$ cat src/rtl/dmem_pkg.sv
// rtl/dmem_pkg.sv - shared state encoding and access-size constants for dmem_sram_bridge
package dmem_pkg;

  typedef enum logic [1:0] {
    IDLE = 2'd0,
    ADDR = 2'd1,
    DATA = 2'd2,
    HOLD = 2'd3
  } dmem_state_t;

  localparam logic [1:0] SIZE_B = 2'd0;
  localparam logic [1:0] SIZE_H = 2'd1;
  localparam logic [1:0] SIZE_W = 2'd2;

endpackage

$ cat src/rtl/dmem_sram_bridge.sv
// rtl/dmem_sram_bridge.sv - M-stage request to SRAM-like data bus bridge (optional DMEM_RDATA_BYPASS_EN)
module dmem_sram_bridge
  import dmem_pkg::*;
#(
  parameter int ADDR_W = 32,
  parameter int DATA_W = 32
) (
  input  logic                clk,
  input  logic                rst,
  input  logic                mem_en,
  input  logic [DATA_W/8-1:0] mem_wen,
  input  logic [ADDR_W-1:0]   mem_addr,
  input  logic [DATA_W-1:0]   mem_wdata,
  input  logic [1:0]          mem_size,
  input  logic                flush,
  input  logic                other_stall,
  output logic                mem_stall,
  output logic [DATA_W-1:0]   mem_rdataM2,
  output logic                data_req,
  output logic                data_wr,
  output logic [1:0]          data_size,
  output logic [ADDR_W-1:0]   data_addr,
  output logic [DATA_W/8-1:0] data_wstrb,
  output logic [DATA_W-1:0]   data_wdata,
  input  logic                data_addr_ok,
  input  logic                data_data_ok,
  input  logic [DATA_W-1:0]   data_rdata
);

  dmem_state_t       state;
  dmem_state_t       state_next;
  logic              cancel;
  logic [DATA_W-1:0] rdata_q;

  // a new request is taken only from IDLE and only for a live instruction
  logic accept;
  assign accept = (state == IDLE) && mem_en && !flush;

  // a flush arriving in the response cycle itself also discards the data
  logic cancel_now;
  assign cancel_now = cancel || flush;

  logic resp_done;
  assign resp_done = (state == DATA) && data_data_ok;

  logic load_update;
  assign load_update = resp_done && !data_wr && !cancel_now;

  // state register
  always_ff @(posedge clk or posedge rst) begin
    if (rst) begin
      state <= IDLE;
    end else begin
      state <= state_next;
    end
  end

  // next-state logic; a raised request is held until the bus accepts it
  always_comb begin
    state_next = state;
    case (state)
      IDLE: begin
        if (accept) begin
          state_next = ADDR;
        end
      end
      ADDR: begin
        if (data_addr_ok) begin
          state_next = DATA;
        end
      end
      DATA: begin
        if (data_data_ok) begin
          state_next = (other_stall && !cancel_now) ? HOLD : IDLE;
        end
      end
      HOLD: begin
        if (!other_stall) begin
          state_next = IDLE;
        end
      end
      default: state_next = IDLE;
    endcase
  end

  // request fields are captured once at acceptance and stay stable on the bus
  always_ff @(posedge clk or posedge rst) begin
    if (rst) begin
      data_addr  <= '0;
      data_wdata <= '0;
      data_wstrb <= '0;
      data_size  <= SIZE_B;
      data_wr    <= 1'b0;
    end else if (accept) begin
      data_addr  <= mem_addr;
      data_wdata <= mem_wdata;
      data_wstrb <= mem_wen;
      data_size  <= mem_size;
      data_wr    <= |mem_wen;
    end
  end

  // cancel remembers a flush of the outstanding instruction until its response
  always_ff @(posedge clk or posedge rst) begin
    if (rst) begin
      cancel <= 1'b0;
    end else if (resp_done || state == IDLE || state == HOLD) begin
      cancel <= 1'b0;
    end else if (flush) begin
      cancel <= 1'b1;
    end
  end

  // load data is captured on the response; stores and cancelled loads leave it alone
  always_ff @(posedge clk or posedge rst) begin
    if (rst) begin
      rdata_q <= '0;
    end else if (load_update) begin
      rdata_q <= data_rdata;
    end
  end

  assign data_req = (state == ADDR);

`ifdef DMEM_RDATA_BYPASS_EN
  // the response cycle releases the pipeline and forwards the bus word directly
  assign mem_stall   = accept || (state == ADDR) || ((state == DATA) && !data_data_ok);
  assign mem_rdataM2 = load_update ? data_rdata : rdata_q;
`else
  assign mem_stall   = accept || (state == ADDR) || (state == DATA);
  assign mem_rdataM2 = rdata_q;
`endif

endmodule
$ cat config.mk
export PLATFORM = sky130hd
export DESIGN_NAME = dmem_sram_bridge
export DESIGN_NICKNAME = d
export VERILOG_FILES = /design/src/rtl/dmem_pkg.sv /design/src/rtl/dmem_sram_bridge.sv
export SDC_FILE = /design/constraint.sdc
export NUM_CORES = 1
export LEC_CHECK = 0
export ABC_AREA = 1
export CORE_ASPECT_RATIO = 1.75
export CORE_MARGIN = 5
export CORE_UTILIZATION = 43
export DETAILED_ROUTE_END_ITERATION = 8
export GPL_TIMING_DRIVEN = 1
export PLACE_DENSITY = 0.83
export SLEW_MARGIN = 30
export SYNTH_ARGS = -nofsm -noshare
export SYNTH_HDL_FRONTEND = slang
export SYNTH_SLANG_ARGS = --single-unit
export TNS_END_PERCENT = 1
$ cat constraint.sdc
create_clock -name clk -period 7.3 [get_ports clk]
set_input_delay 1.46 -clock clk [delete_from_list [all_inputs] [get_ports clk]]
set_output_delay 1.46 -clock clk [all_outputs]
set_load 0.01 [all_outputs]
; ---- After elaboration in Yosys (flattened, before gate mapping)
; Index checks and enable logic that the tools add are counted.
[totals]
elab_cells = 41
input_bits = 109
register_bits = 106
output_inout_bits = 105
[classes]
n_reduce_logical = 18
n_eq_ne = 7
mux = 8
[op_table]
columns = operator, count
row1 = 2-to-1 mux 2 bit, 5
row2 = case mux 2 bit (4 select lines), 1
row3 = logical AND 1 bit, 6
row4 = "!= test 2 bit, second input constant", 3
row5 = logical OR 1 bit, 5
row6 = "equality test 2 bit, second input constant", 2
row7 = AND reduction 4 bit, 1
row8 = OR reduction 4 bit, 1
row9 = logical NOT 1 bit, 3
row10 = "equality test 2 x 1 -> 1 bit, second input constant", 1
row11 = logical NOT 2 bit, 1
row12 = 2-to-1 mux 1 bit, 2
row13 = "!= test 2 x 1 -> 1 bit, second input constant", 1
row14 = nonzero test 2 bit, 1

; ---- Logic depth before layout (Yosys ltp)
[depth]
depth_word = 6
ltp_mapped = 8
depth_no_buf = 7

; ---- Least setup slack after synthesis
; No wires, ideal clock.
[synth_path]
kind = input port to output port
startpoint = input flush
endpoint = output mem_stall
n_path_buf = 1
t_arrival_ns = 2.042
slack_ns = 3.798
cell_stages = 6
t_required_ns = 5.840
cell_sequence = inv_1 nand2_1 nor2_4 inv_2 buf_2 nand2_1
[synth_via]
elab_chain_len = 4
[synth_lines]
columns = element, line
row1 = from (decl), dmem_sram_bridge.sv:15  ; input logic flush,
row2 = logical NOT 1 bit, dmem_sram_bridge.sv:37  ; assign accept = (state == IDLE) && mem_en && !flush;
row3 = logical AND 1 bit, dmem_sram_bridge.sv:37
row4 = logical OR 1 bit (2 in a row), dmem_sram_bridge.sv:130  ; assign mem_stall = accept || (state == ADDR) || (state == DATA);
row5 = to (decl), dmem_sram_bridge.sv:17  ; output logic mem_stall,
; No other way between the ends.

; ---- Worst setup path after layout
; Same ends and word-level chain as after synthesis.

==> run_results.csv <==
group,metric,value,unit
outcome,status,"completed",
sta,setup_viol,0,
pwr,ir_worst_vdd,0.218,mV
synth,ys_ff_latch,106,
pwr,leakagePower,0.00333,uW
setup_path,r2r_setup_slack,5.12,ns
synth,yosysWarnings,0,
detailed_routing,vias_per_cell,4.59,
sta,rsz0062_at_grt,"no",
detailed_routing,drc_errors,0,
setup_path,max_stage_delay,0.54,ns
detailed_routing,wire_per_inst,14.4,um
final_layout,final_nets,788,
setup_path,worstPathArrival,3.38,ns
sta,max_clock_freq,0.207,GHz
setup_path,criticalPathCategory,"input pin to primary output",
synth,synth_top_area_share,0.633,
pwr,total_power,2740,uW
die,fp.dieH,141,um
final_layout,nFillCells,742,
setup_path,crit_end,"mem_stall",
synth,yosys-top-cells-count,"nand2_1 (248), dfrtp_1 (106), inv_1 (46), o21ai_1 (32), buf_2 (12)",
die,die_w,84.6,um
global_route,grt_overflow,0,
synth,synthDistinctLibCells,16,
cts,insertion_delay,0.34,ns
final_layout,syn_to_final_growth,59.5,%
cts,cts-buffers-inserted,9,
global_route,grt_antenna_before_repair,0,
die,row_count,47,
sta,period_share,0.663,
synth,synth-edff-count,0,
setup_path,crit_slowest_cell,"clkdlybuf4s50_1",
synth,synth_most_common_cell,"nand2_1",
detailed_routing,antenna_left,0,
cts,cts_tree,"built",
setup_path,cp_top_family,"buffers and inverters",
sta,fin_crit,4.84,ns
setup_path,reg2reg_depth,8,
placement,gp_congestion,0.805,
synth,async_flop_share,1.00,
worst_hold_path,min_from,"data_addr[23]$_DFFE_PP0P_",
setup_path,timing.critical_path.cells,"clkdlybuf4s50_1, inv_1, nand2_1, nor2_4, buf_4, inv_2, nand2_1, clkdlybuf4s50_1",
setup_path,reg2reg_from,"state[0]$_DFFE_PP0P_",
cts,post_cts_buffers,0,
setup_path,critPathLaunch,"flush",
final_layout,num_antenna_cells,0,
final_layout,layout-drive-gt1-share,0.0351,
global_route,grt_max_degree,75,
detailed_routing,drt-total-wl,11.6,mm
run,drv_cap,0,
synth,syn_inst,473,
cts,clk_pin_slew_worst_paths,0.06,ns
worst_hold_path,hold_path.class,"flip-flop to flip-flop",
synth,synth_fp_nets,582,
setup_path,cp_num_cells,8,
synth,yosysSeqAreaShare,0.633,
global_route,track_usage,0.196,
cts,h-tree-depth,3,
detailed_routing,firstDrtPassIters,4,
placement,dp_hpwl,8.73,mm
synth,synth_ff_type,"dfrtp_1",
placement,port_buffers,213,
synth,synth_area,0.00419,mm^2
cts,root_buffer,"clkbuf_16",
global_route,grt_pass1_wl,18.5,mm
setup_path,worstPathMaxFanout,69,
setup_path,r2r_end,"data_wstrb[0]$_DFFE_PP0P_",
sta,slew_viol_final,0,
sta,hold_viol_final,0,
sta,worstMarginPinSlew,0.817,ns
die,core,0.00953,mm^2
synth,postSynthAreaPerCell,8.86,um^2
cts,clk_path_buf_depth,2,
setup_path,path_buf_inv,5,
sta,fin_skew,0.00703,ns
sta,slew_headroom,0.454,
setup_path,cp.required,5.84,ns
cts,cts-resized-gates,0,
synth,synth_area_leaders,"dfrtp_1 (63%), nand2_1 (22%), inv_1 (4.1%), o21ai_1 (3.8%), buf_6 (2.1%)",
cts,cts_num_sinks,106,
die,io_pins,214,
detailed_routing,drt-initial-drc-count,175,
die,start_util,0.440,
setup_path,worstSetupStartpointType,"input pin",
pwr,p_per_area,410,mW/mm^2
setup_path,endpoint_kind,"primary output",
sta,fin_setup_tns,0,ns
cts,hold_buffers,0,
detailed_routing,vias,3692,
global_route,grt_pass1_vias,3857,
die,die_area,0.0119,mm^2
synth,synth_area_leader_cell,"dfrtp_1",
[cells by family (layout without fill, tap and decap cells)]
logic type / after synthesis / after routing / share of synthesized area
AOI/OAI and AO/OA: 38 / 38 / 0.0454
DFF: 106 / 106 / 0.633
buffers and inverters: 69 / 279 / 0.0806
and+or+nand+nor: 260 / 260 / 0.241
[per-stage QoR]
| stage | util | worst slack [ns] | cell area, um^2 | hold WS [ns] | cells |
|---|---|---|---|---|---|
| finish | 0.702 | 2.46 | 6690 | 0.470 | 805 |
| global route | 0.702 | 2.32 | 6690 | 0.483 | 805 |
| CTS | 0.702 | 2.42 | 6690 | 0.473 | 805 |
| detailed placement | 0.666 | 2.44 | 6340 | 0.458 | 790 |
| global placement | 0.666 | 2.46 | 6340 | 0.453 | 790 |
| floorplan | - | 3.05 | 4190 | 0.506 | 473 |
[cell type report]
type | instances | area, um^2 | share of cell area
inverter | 48 | 183 | 0.0273
timing repair buffer | 216 | 2150 | 0.322
multi-input combinational | 298 | 1200 | 0.180
clock inverter | 5 | 103 | 0.0153
tap | 122 | 153 | 0.0228
sequential | 106 | 2650 | 0.397
clock buffer | 10 | 239 | 0.0357
[layer usage]
layer  share of wire  up-vias  routed length (um)  track usage
met4           0.047        0                 546        0.117
met1            0.35     1673                4060        0.199
met5               0        -                   0            0
met3           0.086       36                 995       0.0584
li1                -     1828                   -            -
met2            0.52      155                6030        0.347
[worst register-to-register path: cells and delay by family, from the launching register on]
family          cells  cell delay (ns)
compound gates      1             0.10
buf+inv             4             1.03
flops               1             0.44
simple gates        3             0.44
[how the worst min path moves through the flow]
stage	end	slack, ns	depth (start not counted)
2_1_floorplan	data_addr[0]$_DFFE_PP0P_	0.51	2
3_3_place_gp	data_wdata[13]$_DFFE_PP0P_	0.45	2
3_5_place_dp	data_addr[16]$_DFFE_PP0P_	0.46	2
4_1_cts	data_wdata[25]$_DFFE_PP0P_	0.47	2
5_1_grt	data_addr[5]$_DFFE_PP0P_	0.48	2
6_report	data_addr[23]$_DFFE_PP0P_	0.47	2
[registers in the layout, summed over array words and instances, names as in the netlist]
register / flops
state: 2
data_wstrb: 4
mem_rdataM2: 32
data_addr: 32
cancel: 1
data_size: 2
data_wdata: 32
data_wr: 1
[cells in the final DEF, fill, tap and decap left out, drive strengths merged, types with 2 or more instances in the layout]
cell / instances
nand2: 248
clkdlybuf4s50: 213
dfrtp: 106
inv: 48
o21ai: 37
clkbuf: 10
nor2: 6
nand3: 4
bufinv: 3
buf: 3
nand4: 2
[power by group]
group / switching, uW / internal (uW)
clock network: 201 / 342
registers: 154 / 868
logic: 527 / 646
No activity file was read; power rests on OpenSTA's default activity.
